## config.mk

```make
export PLATFORM = sky130hd
export DESIGN_NAME = jk_ff_arbiter
export DESIGN_NICKNAME = d
export VERILOG_FILES = /design/src/rtl/jk_ff_arbiter_pkg.sv /design/src/rtl/jk_ff_arbiter_rr.sv /design/src/rtl/jk_ff_arbiter.sv
export SDC_FILE = /design/constraint.sdc
export NUM_CORES = 1
export LEC_CHECK = 0
export CELL_PAD_IN_SITES_DETAIL_PLACEMENT = 1
export CELL_PAD_IN_SITES_GLOBAL_PLACEMENT = 1
export CORE_MARGIN = 3
export CORE_UTILIZATION = 37
export DETAILED_ROUTE_END_ITERATION = 10
export PLACE_DENSITY = 0.88
export SLEW_MARGIN = 20
export SYNTH_ARGS = -nofsm -noshare
export SYNTH_HDL_FRONTEND = slang
export SYNTH_SLANG_ARGS = --single-unit
export TNS_END_PERCENT = 20
```

## constraint.sdc

```tcl
create_clock -name clk -period 5.95 [get_ports clk]
set_input_delay 0.595 -clock clk [delete_from_list [all_inputs] [get_ports clk]]
set_output_delay 0.595 -clock clk [all_outputs]
set_load 0.02 [all_outputs]
```

## src/rtl/jk_ff_arbiter_pkg.sv

```systemverilog
// Shared types for jk_ff_arbiter: JK command encoding, sequencer states, helpers.
// Ports: none (package).
// The command encoding is chosen so that the 2-bit value is literally {j,k}.
package jk_ff_arb_pkg;

  typedef enum logic [1:0] {
    JK_HOLD   = 2'b00,
    JK_RESET  = 2'b01,
    JK_SET    = 2'b10,
    JK_TOGGLE = 2'b11
  } jk_cmd_e;

  typedef enum logic [1:0] {
    IDLE   = 2'b00,
    DRIVE  = 2'b01,
    SAMPLE = 2'b10
  } arb_state_e;

  // {j,k} pin values for a command.
  function automatic logic [1:0] jk_drive(input jk_cmd_e cmd);
    logic [1:0] jk;
    case (cmd)
      JK_RESET:  jk = 2'b01;
      JK_SET:    jk = 2'b10;
      JK_TOGGLE: jk = 2'b11;
      default:   jk = 2'b00;
    endcase
    return jk;
  endfunction

  // Value q takes after the flop applies a command.
  function automatic logic jk_next(input logic q, input jk_cmd_e cmd);
    logic nq;
    case (cmd)
      JK_RESET:  nq = 1'b0;
      JK_SET:    nq = 1'b1;
      JK_TOGGLE: nq = ~q;
      default:   nq = q;
    endcase
    return nq;
  endfunction

endpackage

```

## src/rtl/jk_ff_arbiter_rr.sv

```systemverilog
// Round-robin arbiter: grants the first asserted request after ptr, wrapping.
// Ports: req (N request bits), ptr (last granted index), gnt (one-hot grant, 0 if no req).
// Purely combinational; the caller owns the pointer register.
module rr_arbiter #(
  parameter int N  = 4,
  parameter int PW = $clog2(N)
) (
  input  logic [N-1:0]  req,
  input  logic [PW-1:0] ptr,
  output logic [N-1:0]  gnt
);

  logic          w_found;
  logic [PW-1:0] w_idx;

  // Walk ptr+1 .. ptr+N (mod N); the previous winner is checked last.
  always_comb begin
    gnt     = '0;
    w_found = 1'b0;
    w_idx   = '0;
    for (int o = 1; o <= N; o++) begin
      w_idx = PW'((int'(ptr) + o) % N);
      if (!w_found && req[w_idx]) begin
        gnt[w_idx] = 1'b1;
        w_found    = 1'b1;
      end
    end
  end

endmodule

```

## src/rtl/jk_ff_arbiter.sv

```systemverilog
// Shares one external jk_ff between N_REQ requesters: round-robin accept, drive j/k
// for one cycle, sample q, return the result tagged with the requester id (accept T -> rsp T+3).
// Ports: clk/rst (sync active-high), req_valid/req_cmd/req_ready (per-requester handshake),
// rsp_valid/rsp_id/rsp_q (result pulse), j/k/q_in (flop pins), busy, err.
// Optional macro JK_FF_ARB_CHECK_EN: tracks a predicted q and raises sticky err on mismatch;
// without it err is tied 0.
module jk_ff_arbiter
  import jk_ff_arb_pkg::*;
#(
  parameter  int N_REQ = 4,
  localparam int ID_W  = $clog2(N_REQ)
) (
  input  logic               clk,
  input  logic               rst,
  input  logic [N_REQ-1:0]   req_valid,
  input  logic [2*N_REQ-1:0] req_cmd,
  output logic [N_REQ-1:0]   req_ready,
  output logic               rsp_valid,
  output logic [ID_W-1:0]    rsp_id,
  output logic               rsp_q,
  output logic               j,
  output logic               k,
  input  logic               q_in,
  output logic               busy,
  output logic               err
);

  arb_state_e       r_state;
  arb_state_e       w_next_state;
  logic [ID_W-1:0]  r_ptr;
  logic [ID_W-1:0]  r_gid;
  logic             r_j;
  logic             r_k;
  logic             r_rsp_valid;
  logic [ID_W-1:0]  r_rsp_id;
  logic             r_rsp_q;
  logic [N_REQ-1:0] w_gnt;
  logic [ID_W-1:0]  w_gnt_id;
  logic             w_any;
  jk_cmd_e          w_cmd;

  rr_arbiter #(
    .N  (N_REQ),
    .PW (ID_W)
  ) u_rr (
    .req (req_valid),
    .ptr (r_ptr),
    .gnt (w_gnt)
  );

  assign w_any = |req_valid;

  always_comb begin
    w_gnt_id = '0;
    for (int i = 0; i < N_REQ; i++) begin
      if (w_gnt[i]) w_gnt_id = ID_W'(i);
    end
  end

  assign w_cmd = jk_cmd_e'(req_cmd[{w_gnt_id, 1'b0} +: 2]);

  // State register
  always_ff @(posedge clk) begin
    if (rst) r_state <= IDLE;
    else     r_state <= w_next_state;
  end

  // Next-state logic
  always_comb begin
    w_next_state = r_state;
    case (r_state)
      IDLE:    if (w_any) w_next_state = DRIVE;
      DRIVE:   w_next_state = SAMPLE;
      SAMPLE:  w_next_state = IDLE;
      default: w_next_state = IDLE;
    endcase
  end

  // Outputs: ready is gated by rst so nothing appears accepted in a reset cycle.
  always_comb begin
    req_ready = '0;
    if (r_state == IDLE && !rst) req_ready = w_gnt;
    busy = (r_state != IDLE);
  end

  // Datapath. j/k are loaded on the accept edge, so they are high only while in
  // DRIVE, and cleared on the DRIVE edge so SAMPLE already sees HOLD.
  always_ff @(posedge clk) begin
    if (rst) begin
      r_j         <= 1'b0;
      r_k         <= 1'b0;
      r_gid       <= '0;
      r_ptr       <= ID_W'(N_REQ - 1);
      r_rsp_valid <= 1'b0;
      r_rsp_id    <= '0;
      r_rsp_q     <= 1'b0;
    end else begin
      r_rsp_valid <= 1'b0;
      case (r_state)
        IDLE: begin
          if (w_any) begin
            {r_j, r_k} <= jk_drive(w_cmd);
            r_gid      <= w_gnt_id;
            r_ptr      <= w_gnt_id;
          end
        end
        DRIVE: begin
          r_j <= 1'b0;
          r_k <= 1'b0;
        end
        SAMPLE: begin
          r_rsp_valid <= 1'b1;
          r_rsp_id    <= r_gid;
          r_rsp_q     <= q_in;
        end
        default: ;
      endcase
    end
  end

  assign j         = r_j;
  assign k         = r_k;
  assign rsp_valid = r_rsp_valid;
  assign rsp_id    = r_rsp_id;
  assign rsp_q     = r_rsp_q;

`ifdef JK_FF_ARB_CHECK_EN
  logic r_pred;
  logic r_known;
  logic r_err;

  // Prediction advances on the accept edge; by SAMPLE the flop has applied the
  // same command, so q_in must match whenever the prediction is known.
  always_ff @(posedge clk) begin
    if (rst) begin
      r_pred  <= 1'b0;
      r_known <= 1'b0;
      r_err   <= 1'b0;
    end else begin
      if (r_state == IDLE && w_any) begin
        r_pred  <= jk_next(r_pred, w_cmd);
        r_known <= r_known | (w_cmd == JK_SET) | (w_cmd == JK_RESET);
      end
      if (r_state == SAMPLE && r_known && (q_in != r_pred)) r_err <= 1'b1;
    end
  end

  assign err = r_err;
`else
  assign err = 1'b0;
`endif

endmodule

```

==> out/metrics.yaml, run 1 <==
leakage_uw: 0.000449
arrival_ps: 3360
start_util_pct: 40.2
slew_headroom_pct: 58.7
critPathSlowestCell: "mux4_2"
end_kind: "primary output"
cp.buffers_inverters: 2
die_x_um: 55.7
fin_nets: 150
drt-total-wl_mm: 2.44
multi_input_area_sq_um: 648
cpMostUsedCell: "nor2b_1"
final_common_cell: "clkdlybuf4s50_1"
n_antenna_cell: 0
drt-initial-drc-count: 10
ios: 27
coreArea_sq_um: 2280
avgSynthCellArea_sq_um: 9.15
path_cells: "inv_1 -> ha_1 -> mux4_2 -> nor2b_1 -> a21oi_1 -> or2_4 -> nor2b_1 -> clkdlybuf4s50_1"
grt_overflow_total: 0
yosys_warnings: 0
synth-edff-count: 0
maxSlewViolCount: 0
grtUsageMet1_pct: 18.9
first_global_vias: 908
rsz0062_at_grt: "false"
area.sequential_sq_um: 240
start_kind: "register"
grt_usage_pct: 16.7
final_cell_mix: "clkdlybuf4s50_1, dfxtp_1, a21oi_1, nand2_1, nor2_1"
dieArea_sq_um: 3100
path_max_fanout: 9
max_cap_violations: 0
p_per_area_nw_per_um2: 424
numCtsBuffers: 3
syn_nets: 122
path_clk_slew_ps: 70
wl_per_cell_um: 15.8
finalHoldViolCount: 0
synthFlopType: "dfxtp_1"
cp_slowest_stage_delay_ps: 650
clock_skew_ps: 5.93
drtPass1Iterations: 4
synthArstFlopShare_pct: 0
num_vias: 861
gp_congestion: 0.806
cts_setup_buffers: 0
cts_max_level: 1
outcome: "finished clean"
synth_seq_cells: 12
fin_crit_ps: 3950
crit_type: "reg2out"
synth_cells: 100
area_delta_synth_final_pct: 32.4
route.detailed.drc: 0
n_fill_cell: 263
ant_nets: 0
grt_max_degree: 13
clock_latency_ps: 270
grt_pass1_wl_mm: 4.18
io_buffers: 25
die_y_um: 55.7
cts_buffer_depth: 2
fin_tns_setup_ps: 0
clkSinkCount: 12
worst_ep_required_time_ps: 5360
finalCritPeriodShare_pct: 66.4
hpwl_mm: 1.84
rows: 17
ys_seq_area_share_pct: 26.3
antenna_found_initial: 0
netlist_area_sq_um: 915
worst_pin_slew_ps: 615
root_buffer: "clkbuf_4"
peakVddDrop_mv: 0.255
grt_use_met3_pct: 5.10
ys_types: 37
grt.busiest_layer: "met2"
use_met2_pct: 30.6
cts_tree: "yes"
place_inst: 151
finalNonFillerCells: 154
final_layout_size_suffix_gt1_share_pct: 15.1
cts_hold_buf: 0
finalSetupViolCount: 0
viasPerCell: 5.59
cts_resized: 0
cp_top_family: "buffers and inverters"
max_freq_ghz: 0.253
hold_path.class: "reg2reg"
-- kinds of logic after synthesis --
| group | Yosys count | share of synthesized area [%] |
|---|---|---|
| and+or+nand+nor | 42 | 26.4 |
| AOI/OAI and AO/OA | 29 | 27.1 |
| DFF | 12 | 26.3 |
| adders and majority gates | 7 | 9.58 |
| buffers and inverters | 6 | 2.87 |
| muxes | 3 | 7.39 |
| other | 1 | 0.410 |
-- cell usage after synthesis (all sizes together) (2+ instances only) --
cell / instances / area [sq um]
dfxtp: 12 / 240
a21oi: 11 / 58.8
nand2: 9 / 33.8
nor2: 8 / 30.0
ha: 7 / 87.6
nand3b: 6 / 45.0
nor2b: 5 / 31.3
inv: 4 / 15.0
nor3: 4 / 25.0
o21ai: 4 / 20.0
a221oi: 3 / 50.1
mux4: 3 / 67.6
or2: 3 / 23.8
a32oi: 2 / 17.5
o211a: 2 / 20.0
o211ai: 2 / 15.0
or3: 2 / 13.8
or3b: 2 / 20.0
-- cell type report --
cell class / instances / share of cell area [%]
Multi-Input combinational cell: 82 / 53.5
Timing Repair Buffer: 25 / 20.7
Sequential cell: 12 / 19.8
Tap cell: 28 / 2.89
Clock buffer: 3 / 1.86
Inverter: 4 / 1.24
-- per-stage QoR --
step	power, uW	setup slack [ps]	area [sq um]	utilization, %	hold slack [ps]
2_1_floorplan	367	2930	915	-	432
3_3_place_gp	453	2330	1190	52.2	442
3_5_place_dp	465	2280	1190	52.2	446
4_1_cts	517	1980	1210	53.2	456
5_1_grt	558	1800	1210	53.2	479
6_report	513	2000	1210	53.2	455
-- final timing paths --
kind / slack [ps] / start / cells after the start / end
worst max-delay path: 2000 / r_ptr[0] / 8 / req_ready[1]
worst max register to register: 3200 / r_ptr[0] / 8 / r_ptr[0]
worst min-delay path: 450 / rsp_id[0] / 2 / rsp_id[0]
worst min register to register: 450 / rsp_id[0] / 2 / rsp_id[0]
-- where the power goes --
part	internal, uW	switching (uW)	total [uW]
Combinational	157	181	338
Clock	23.4	25.0	48.5
Sequential	101	26.6	127
-- worst register-to-register path: cells and delay by family, from the launching register on --
| kind | cells | cell delay [ps] |
|---|---|---|
| adder cells (fa/ha/maj) | 1 | 380 |
| AND/OR/NAND/NOR | 1 | 260 |
| buffers and inverters | 1 | 220 |
| AO/OA/AOI/OAI | 4 | 560 |
| flip-flops | 1 | 540 |
| multiplexers | 1 | 650 |
-- sequential cells by signal, indices dropped and copies added (netlist names) --
| signal | cells |
|---|---|
| r_gid | 2 |
| r_ptr | 2 |
| r_state | 2 |
| rsp_id | 2 |
| j | 1 |
| k | 1 |
| rsp_q | 1 |
| rsp_valid | 1 |
-- per-layer routing --
metal / share of wire [%] / routed length [um]
met3: 5.2 / 127
met1: 45 / 1090
met2: 50 / 1210
met5: 0 / 0
met4: 0.37 / 9
No activity file was read; power rests on OpenSTA's default activity.
==> run 2: changes to the inputs <==
CORE_UTILIZATION = 34   (was 37)
PLACE_DENSITY = 0.82   (was 0.88)
clock period = 4.1 ns   (was 5.95 ns; I/O delays follow)
==> out/metrics.yaml, run 2 (same netlist as run 1, synthesis figures left out) <==
finalSetupViolCount: 0  # unchanged
p_per_area_nw_per_um2: 625  # +47%
rsz0062_at_grt: "false"
max_freq_ghz: 0.263
area.sequential_sq_um: 240  # unchanged
first_global_vias: 914  # +0.66%
cp_slowest_stage_delay_ps: 640  # about the same
cts_tree: "yes"
grt_overflow_total: 0  # unchanged
wl_per_cell_um: 15.5  # -1.8%
die_y_um: 57.9  # +3.8%
final_common_cell: "clkdlybuf4s50_1"
final_cell_mix: "clkdlybuf4s50_1, dfxtp_1, a21oi_1, nand2_1, nor2_1"
clkSinkCount: 12  # unchanged
drt-total-wl_mm: 2.44  # about the same
ant_nets: 0  # unchanged
fin_nets: 150  # unchanged
worst_ep_required_time_ps: 3690  # -1670 ps
rows: 18  # +1
ios: 27  # unchanged
route.detailed.drc: 0  # unchanged
final_layout_size_suffix_gt1_share_pct: 15.7  # +0.67 points
io_buffers: 25  # unchanged
maxSlewViolCount: 0  # unchanged
grt_usage_pct: 15.9  # -0.75 points
hold-worst-slack_ps: 457  # +2.00 ps
grt_max_degree: 13  # unchanged
crit_type: "reg2out"
clock_latency_ps: 280  # about the same
cts_setup_buffers: 0  # unchanged
grtUsageMet1_pct: 21.7  # +2.8 points
hold_path.class: "reg2reg"
start_util_pct: 36.3  # -3.9 points
finalCritPeriodShare_pct: 92.6
path_max_fanout: 9  # unchanged
dieArea_sq_um: 3350  # +7.8%
hpwl_mm: 1.88  # +1.9%
viasPerCell: 5.57  # -0.32%
multi_input_area_sq_um: 648  # unchanged
worst_pin_slew_ps: 638  # +22.9 ps
end_kind: "primary output"
cts_max_level: 1  # unchanged
arrival_ps: 3390  # +30 ps
n_fill_cell: 324  # +23%
grt_pass1_wl_mm: 4.28  # +2.5%
path_cells: "inv_1 -> ha_1 -> mux4_2 -> nor2b_1 -> a21oi_1 -> or2_4 -> nor2b_1 -> clkdlybuf4s50_1"
cts_resized: 0  # unchanged
finalHoldViolCount: 0  # unchanged
cp.buffers_inverters: 2  # unchanged
peakVddDrop_mv: 0.319  # +25%
fin_tns_setup_ps: 0  # unchanged
root_buffer: "clkbuf_4"
n_antenna_cell: 0  # unchanged
cts_buffer_depth: 2  # unchanged
num_vias: 875  # +1.6%
area_delta_synth_final_pct: 34.2
grt_use_met3_pct: 4.45  # -0.65 points
antenna_found_initial: 0  # unchanged
gp_congestion: 0.759  # -5.8%
grt.busiest_layer: "met2"
cts_hold_buf: 0  # unchanged
use_met2_pct: 25.8  # -4.8 points
drtPass1Iterations: 4  # unchanged
path_clk_slew_ps: 80  # about the same
max_cap_violations: 0  # unchanged
cp_top_family: "buffers and inverters"
coreArea_sq_um: 2520  # +11%
fin_crit_ps: 3800
slew_headroom_pct: 57.2  # -1.5 points
numCtsBuffers: 3  # unchanged
cpMostUsedCell: "nor2b_1"
drt-initial-drc-count: 14  # +4
leakage_uw: 0.000456  # +1.6%
clock_skew_ps: 3.73  # -2.19 ps
critPathSlowestCell: "mux4_2"
die_x_um: 57.9  # +3.8%
outcome: "finished clean"
start_kind: "register"
[run 2: cell types whose count changed in the layout (fill, tap and decap cells not counted)]
cell,change
clkbuf_8,+1
[run 2: cell type report]
class | count | share of cell area, %
inverters | 4 | 1.22
clock buffers | 4 | 2.96
repair buffers | 25 | 20.4
well taps | 30 | 3.06
flip-flops and latches | 12 | 19.6
multi-input cells | 82 | 52.8
[run 2: worst reg2reg max path, delay by kind of cell, from the launching register on]
family | cells | cell delay, ps
mux | 1 | 640
buf+inv | 1 | 230
simple gates | 1 | 270
compound gates | 2 | 560
fa+ha+maj | 1 | 380
flops | 1 | 540
[run 2: report_power, final]
| group | switching, uW | internal, uW |
|---|---|---|
| Combinational | 260 | 228 |
| Sequential | 36.1 | 146 |
| Clock | 42.2 | 54.0 |
[run 2: final timing paths]
kind                   from            to  slack, ps  cells after the start
hold reg to reg   rsp_id[0]     rsp_id[0]        460                      2
setup / recovery   r_ptr[0]  req_ready[1]        300                      8
setup reg to reg   r_ptr[0]      r_ptr[1]       1350                      6
hold / removal    rsp_id[0]     rsp_id[0]        460                      2
[run 2: layer usage]
metal / share of wire (%) / vias to the layer above
met3: 5.4 / 0
met2: 47 / 27
met4: 0 / 0
met5: 0 / -
met1: 48 / 425
li1: - / 423
[run 2: per-stage QoR]
| step | instance area [sq um] | setup WS, ps | std cells | power, uW | utilization [%] |
|---|---|---|---|---|---|
| global route | 1230 | 114 | 157 | 827 | 48.7 |
| CTS | 1230 | 303 | 157 | 772 | 48.7 |
| floorplan | 915 | 1270 | 100 | 533 | - |
| finish | 1230 | 302 | 157 | 767 | 48.7 |
| global placement | 1190 | 748 | 153 | 659 | 47.2 |
| detailed placement | 1190 | 635 | 153 | 670 | 47.2 |
